<file path="src/rtl/seq_approx_restoring_divider.sv">
// Iterative restoring divider: NW-bit dividend / DW-bit divisor -> QW-bit quotient, DW-bit remainder.
// Latency: out_valid rises exactly QW clocks after the accepting edge; one op per QW+2 clocks at best.
// Backpressure: in_ready only in IDLE; the result is held in DONE until out_ready. Optional macro: DIV_APPROX_EN.
//
// With DIV_APPROX_EN defined, cells in rows k < APX_ROWS and columns j < APX_COLS
// use the approximate subtractor cell; otherwise every cell is exact and the
// result equals the true floor quotient/remainder whenever out_ovf is clear.
// The cell equations match the combinational array-divider rows, so accuracy
// and power sweeps stay comparable between the two implementations.

module seq_approx_restoring_divider #(
    parameter int NW       = 16,
    parameter int DW       = 8,
    parameter int APX_ROWS = 2,
    parameter int APX_COLS = 8
) (
    input  logic          clk,
    input  logic          rst_n,
    input  logic          in_valid,
    output logic          in_ready,
    input  logic [NW-1:0] in_n,
    input  logic [DW-1:0] in_d,
    output logic          out_valid,
    input  logic          out_ready,
    output logic [NW-DW-1:0] out_q,
    output logic [DW-1:0] out_r,
    output logic          out_ovf
);

    // Quotient width doubles as the iteration count.
    localparam int QW = NW - DW;
    localparam int KW = (QW > 1) ? $clog2(QW) : 1;

    typedef enum logic [1:0] {
        S_IDLE = 2'd0,
        S_RUN  = 2'd1,
        S_DONE = 2'd2
    } state_t;

    state_t          state;
    state_t          state_nxt;

    // Partial remainder, row index, latched operands and quotient bits.
    logic [DW-1:0]   r_reg;
    logic [KW-1:0]   k_reg;
    logic [QW-1:0]   n_lo;
    logic [DW-1:0]   d_reg;
    logic [QW-1:0]   q_reg;
    logic            ovf_reg;

    // Current-row signals.
    logic [DW-1:0]   row_w;
    logic            row_top;
    logic [DW-1:0]   row_diff;
    logic            row_bout;
    logic            row_q;

    logic            accept;
    logic            last_row;

    assign accept   = (state == S_IDLE) && in_valid;
    assign last_row = (k_reg == '0);

    // One array row: shift in the next dividend bit, then ripple-borrow subtract d.
    always_comb begin
        logic bin;
        logic x;
        logic y;
        logic apx;
        row_w    = {r_reg[DW-2:0], n_lo[k_reg]};
        row_top  = r_reg[DW-1];
        row_diff = '0;
        bin      = 1'b0;
        x        = 1'b0;
        y        = 1'b0;
        apx      = 1'b0;
        for (int j = 0; j < DW; j++) begin
            x = row_w[j];
            y = d_reg[j];
`ifdef DIV_APPROX_EN
            apx = (int'(k_reg) < APX_ROWS) && (j < APX_COLS);
`else
            apx = 1'b0;
`endif
            if (apx) begin
                // Approximate cell: no difference output, simplified borrow.
                row_diff[j] = 1'b0;
                bin         = y & ~bin;
            end else begin
                // Exact full-subtractor cell.
                row_diff[j] = x ^ y ^ bin;
                bin         = (~x & y) | (~(x ^ y) & bin);
            end
        end
        row_bout = bin;
        // A set top bit means W really exceeds 2^DW > d, so the subtraction always succeeds.
        row_q    = row_top | ~row_bout;
    end

    // Next-state logic and handshake outputs.
    always_comb begin
        state_nxt = state;
        in_ready  = 1'b0;
        out_valid = 1'b0;
        case (state)
            S_IDLE: begin
                in_ready = 1'b1;
                if (in_valid) begin
                    state_nxt = S_RUN;
                end
            end
            S_RUN: begin
                if (last_row) begin
                    state_nxt = S_DONE;
                end
            end
            S_DONE: begin
                out_valid = 1'b1;
                if (out_ready) begin
                    state_nxt = S_IDLE;
                end
            end
            default: begin
                state_nxt = S_IDLE;
            end
        endcase
    end

    // State register; reset aborts any op in flight.
    always_ff @(posedge clk or negedge rst_n) begin
        if (!rst_n) begin
            state <= S_IDLE;
        end else begin
            state <= state_nxt;
        end
    end

    // Datapath: load operands on accept, then retire one quotient bit per RUN clock.
    always_ff @(posedge clk or negedge rst_n) begin
        if (!rst_n) begin
            r_reg   <= '0;
            k_reg   <= '0;
            n_lo    <= '0;
            d_reg   <= '0;
            q_reg   <= '0;
            ovf_reg <= 1'b0;
        end else if (accept) begin
            r_reg   <= in_n[NW-1:QW];
            k_reg   <= KW'(QW - 1);
            n_lo    <= in_n[QW-1:0];
            d_reg   <= in_d;
            q_reg   <= '0;
            ovf_reg <= (in_n[NW-1:QW] >= in_d);
        end else if (state == S_RUN) begin
            r_reg        <= row_q ? row_diff : row_w;
            q_reg[k_reg] <= row_q;
            if (!last_row) begin
                k_reg <= k_reg - 1'b1;
            end
        end
    end

    // Registers are frozen outside RUN, so the result is stable throughout DONE.
    assign out_q   = q_reg;
    assign out_r   = r_reg;
    assign out_ovf = ovf_reg;

endmodule

</file>
<file path="config.mk">
export PLATFORM = sky130hd
export DESIGN_NAME = seq_approx_restoring_divider
export DESIGN_NICKNAME = d
export VERILOG_FILES = /design/src/rtl/seq_approx_restoring_divider.sv
export SDC_FILE = /design/constraint.sdc
export NUM_CORES = 1
export LEC_CHECK = 0
export CORE_MARGIN = 2
export CORE_UTILIZATION = 47
export DETAILED_ROUTE_END_ITERATION = 16
export HOLD_SLACK_MARGIN = 0.12
export PLACE_DENSITY_LB_ADDON = 0.15
export SLEW_MARGIN = 30
export SYNTH_ARGS = -nofsm -noshare
export SYNTH_HDL_FRONTEND = slang
export SYNTH_SLANG_ARGS = --single-unit
</file>
<file path="constraint.sdc">
create_clock -name clk -period 4.45 [get_ports clk]
set_clock_uncertainty 0.05 [all_clocks]
set_input_delay 1.1125 -clock clk [delete_from_list [all_inputs] [get_ports clk]]
set_output_delay 1.1125 -clock clk [all_outputs]
set_load 0.01 [all_outputs]
</file>
==> results.sh <==
export IMPL_path_class="register to register"
export IMPL_avgSynthCellArea_um2=10.7
export IMPL_synth_edf_count=0
export IMPL_grtUsageTotal=0.201
export IMPL_worstMarginPinSlew_ps=844
export IMPL_place_area_mm2=0.00283
export IMPL_period_needed_ps=4260
export IMPL_htreeDepth=2
export IMPL_vias=1832
export IMPL_clk_pin_slew_worst_paths_ps=80
export IMPL_die_h_um=74.8
export IMPL_ys_top_cells_by_area="dfrtp_1, fa_1, ha_1"
export IMPL_setup_slack_ps=190
export IMPL_p_leak_uw=0.00137
export IMPL_synth_nets=266
export IMPL_grt_overflow_total=0
export IMPL_antenna_found_initial=0
export IMPL_critPathRequiredTime_ps=4600
export IMPL_fillCellCount=388
export IMPL_grt_max_degree=39
export IMPL_synth_top_area_share=0.404
export IMPL_worstPathArrival_ps=4410
export IMPL_async_reset_ff_frac=1.00
export IMPL_synth_seq_cells=38
export IMPL_cts_sinks=38
export IMPL_numCtsBuffers=5
export IMPL_portBuffers=46
export IMPL_critical_path_peak_fanout=7
export IMPL_wl_per_cell_um=15.0
export IMPL_fin_area_mm2=0.00306
export IMPL_grt_pass1_vias=1752
export IMPL_cp_end_kind="register"
export IMPL_synth_top_flop_cell="dfrtp_1"
export IMPL_antenna_left=0
export IMPL_rsz0062_at_grt="no"
export IMPL_clockRootBuffer="clkbuf_8"
export IMPL_post_route_util=0.639
export IMPL_routed_wl_um=5110
export IMPL_start_util=0.492
export IMPL_grt_pass1_wl_um=8440
export IMPL_place_gp_congestion=0.820
export IMPL_min_period_over_period=0.957
export IMPL_yosysUniqueCellTypes=42
export IMPL_place_ws_ps=-161
export IMPL_drive_above_1_share=0.212
export IMPL_area_growth_synth_to_final_pct=29.7
export IMPL_power_density_mw_per_mm2=766
export IMPL_ctsLongestPathBuffers=2
export IMPL_cts_tree="yes"
export IMPL_yosysTopAreaCell="dfrtp_1"
export IMPL_row_count=25
export IMPL_synth_most_common_cell="dfrtp_1"
export IMPL_ys_seq_area_frac=0.404
export IMPL_synthesis_area_mm2=0.00236
export IMPL_drtIter0Drc=121
export IMPL_outcome="finished clean"
export IMPL_finalHoldViolations=0
export IMPL_clk_latency_ps=300
export IMPL_ir_drop_mv=0.318
export IMPL_drc=0
export IMPL_fmax_mhz=235
export IMPL_ys_top_cells_by_count="dfrtp_1, nor2_1, inv_1, o21ai_0, ha_1"
export IMPL_slew_viol_final=0
export IMPL_n_antenna_cell=0
export IMPL_relSlewSlack=0.438
export IMPL_syn_inst=220
export IMPL_maxCapViolCount=0
export IMPL_die_w_um=74.8
export IMPL_vias_per_cell=5.39
export IMPL_die_area_mm2=0.00560
export IMPL_synth_warnings=0
export IMPL_power_uw=2340
export IMPL_pin_count=47
export IMPL_dpl_hpwl_um=3560
export IMPL_nets=318
export IMPL_firstDrtPassIters=4
export IMPL_min_path_type="register to register"
export IMPL_coreArea_mm2=0.00479
export IMPL_postCtsHoldBufs=0
export IMPL_finalSetupViolations=0
export IMPL_worst_setup_path_start_kind="register"
==> critical path, cell delays in order (launching register included) <==
cell,delay (ps)
dfrtp_2,440
buf_4,140
nand3_1,70
o21ai_1,110
a211oi_2,100
ha_1,200
fa_1,370
fa_1,390
fa_1,390
fa_1,390
fa_2,350
fa_2,340
inv_2,60
fa_2,220
or2_4,160
o21ai_0,90
a221oi_1,280
==> worst paths after layout <==
path	startpoint	to	slack (ps)	cells past startpoint
max	k_reg[1]	out_r[5]	190	16
min	out_ovf	out_ovf	460	1
max reg2reg	k_reg[1]	out_r[5]	190	16
min reg2reg	out_ovf	out_ovf	460	1
max in group asynchronous	rst_n	k_reg[1]	2910	1
min in group asynchronous	rst_n	out_ovf	860	1
==> cell type report <==
class	count	area (um^2)	share of cell area
timing repair buffer	59	566	0.185
sequential	38	955	0.312
inverter	21	83.8	0.0274
clock inverter	3	68.8	0.0225
clock buffer	5	68.8	0.0225
tap	67	83.8	0.0274
multi-input combinational	147	1230	0.403
==> per-stage QoR <==
step	TNS (ps)	hold WS (ps)	instances
floorplan	0	430	220
detailed placement	-967	447	325
finish	0	463	340
CTS	0	466	335
global placement	0	441	325
global route	0	494	340
==> cells in the final DEF, fill, tap and decap left out, types with 4 or more instances in the layout <==
cell             synthesis  routed
clkdlybuf4s50_1          0      45
fa_1                     7       4
mux2i_1                  9       9
o21ai_0                 14      13
buf_4                    1      12
nand2_1                  8       8
a221oi_1                 7       7
ha_1                    11      11
o22a_1                   8       8
nor2_1                  24      24
inv_1                   19      18
a211oi_1                 6       4
dfrtp_1                 38      35
a21oi_1                  5       5
clkbuf_8                 0       5
mux2_4                   8       8
mux2_2                   8       8
==> what timing repair did <==
action                     CTS  global route
setup buffers                2             4
cloned                       0             1
resized for setup            3             9
pin swaps                    0             5
setup endpoints to repair   13            15
==> power breakdown <==
group | internal (uW) | switching (uW) | total, uW
sequential | 531 | 187 | 718
combinational | 699 | 561 | 1260
clock | 225 | 140 | 364
total | 1460 | 887 | 2340
==> cell families after synthesis <==
kind of cell | after synthesis | synth area share
simple gates | 56 | 0.124
compound gates | 47 | 0.140
flops | 38 | 0.404
buf+inv | 36 | 0.0871
mux | 25 | 0.127
fa+ha+maj | 18 | 0.118
==> per-layer routing <==
metal | GRT usage | up-vias | wire, um
met1 | 0.302 | 895 | 2540
met2 | 0.284 | 50 | 2230
li1 | - | 881 | -
met4 | 0.0655 | 0 | 65
met3 | 0.0495 | 6 | 277
met5 | 0 | - | 0
No activity file was read; power rests on OpenSTA's default activity.
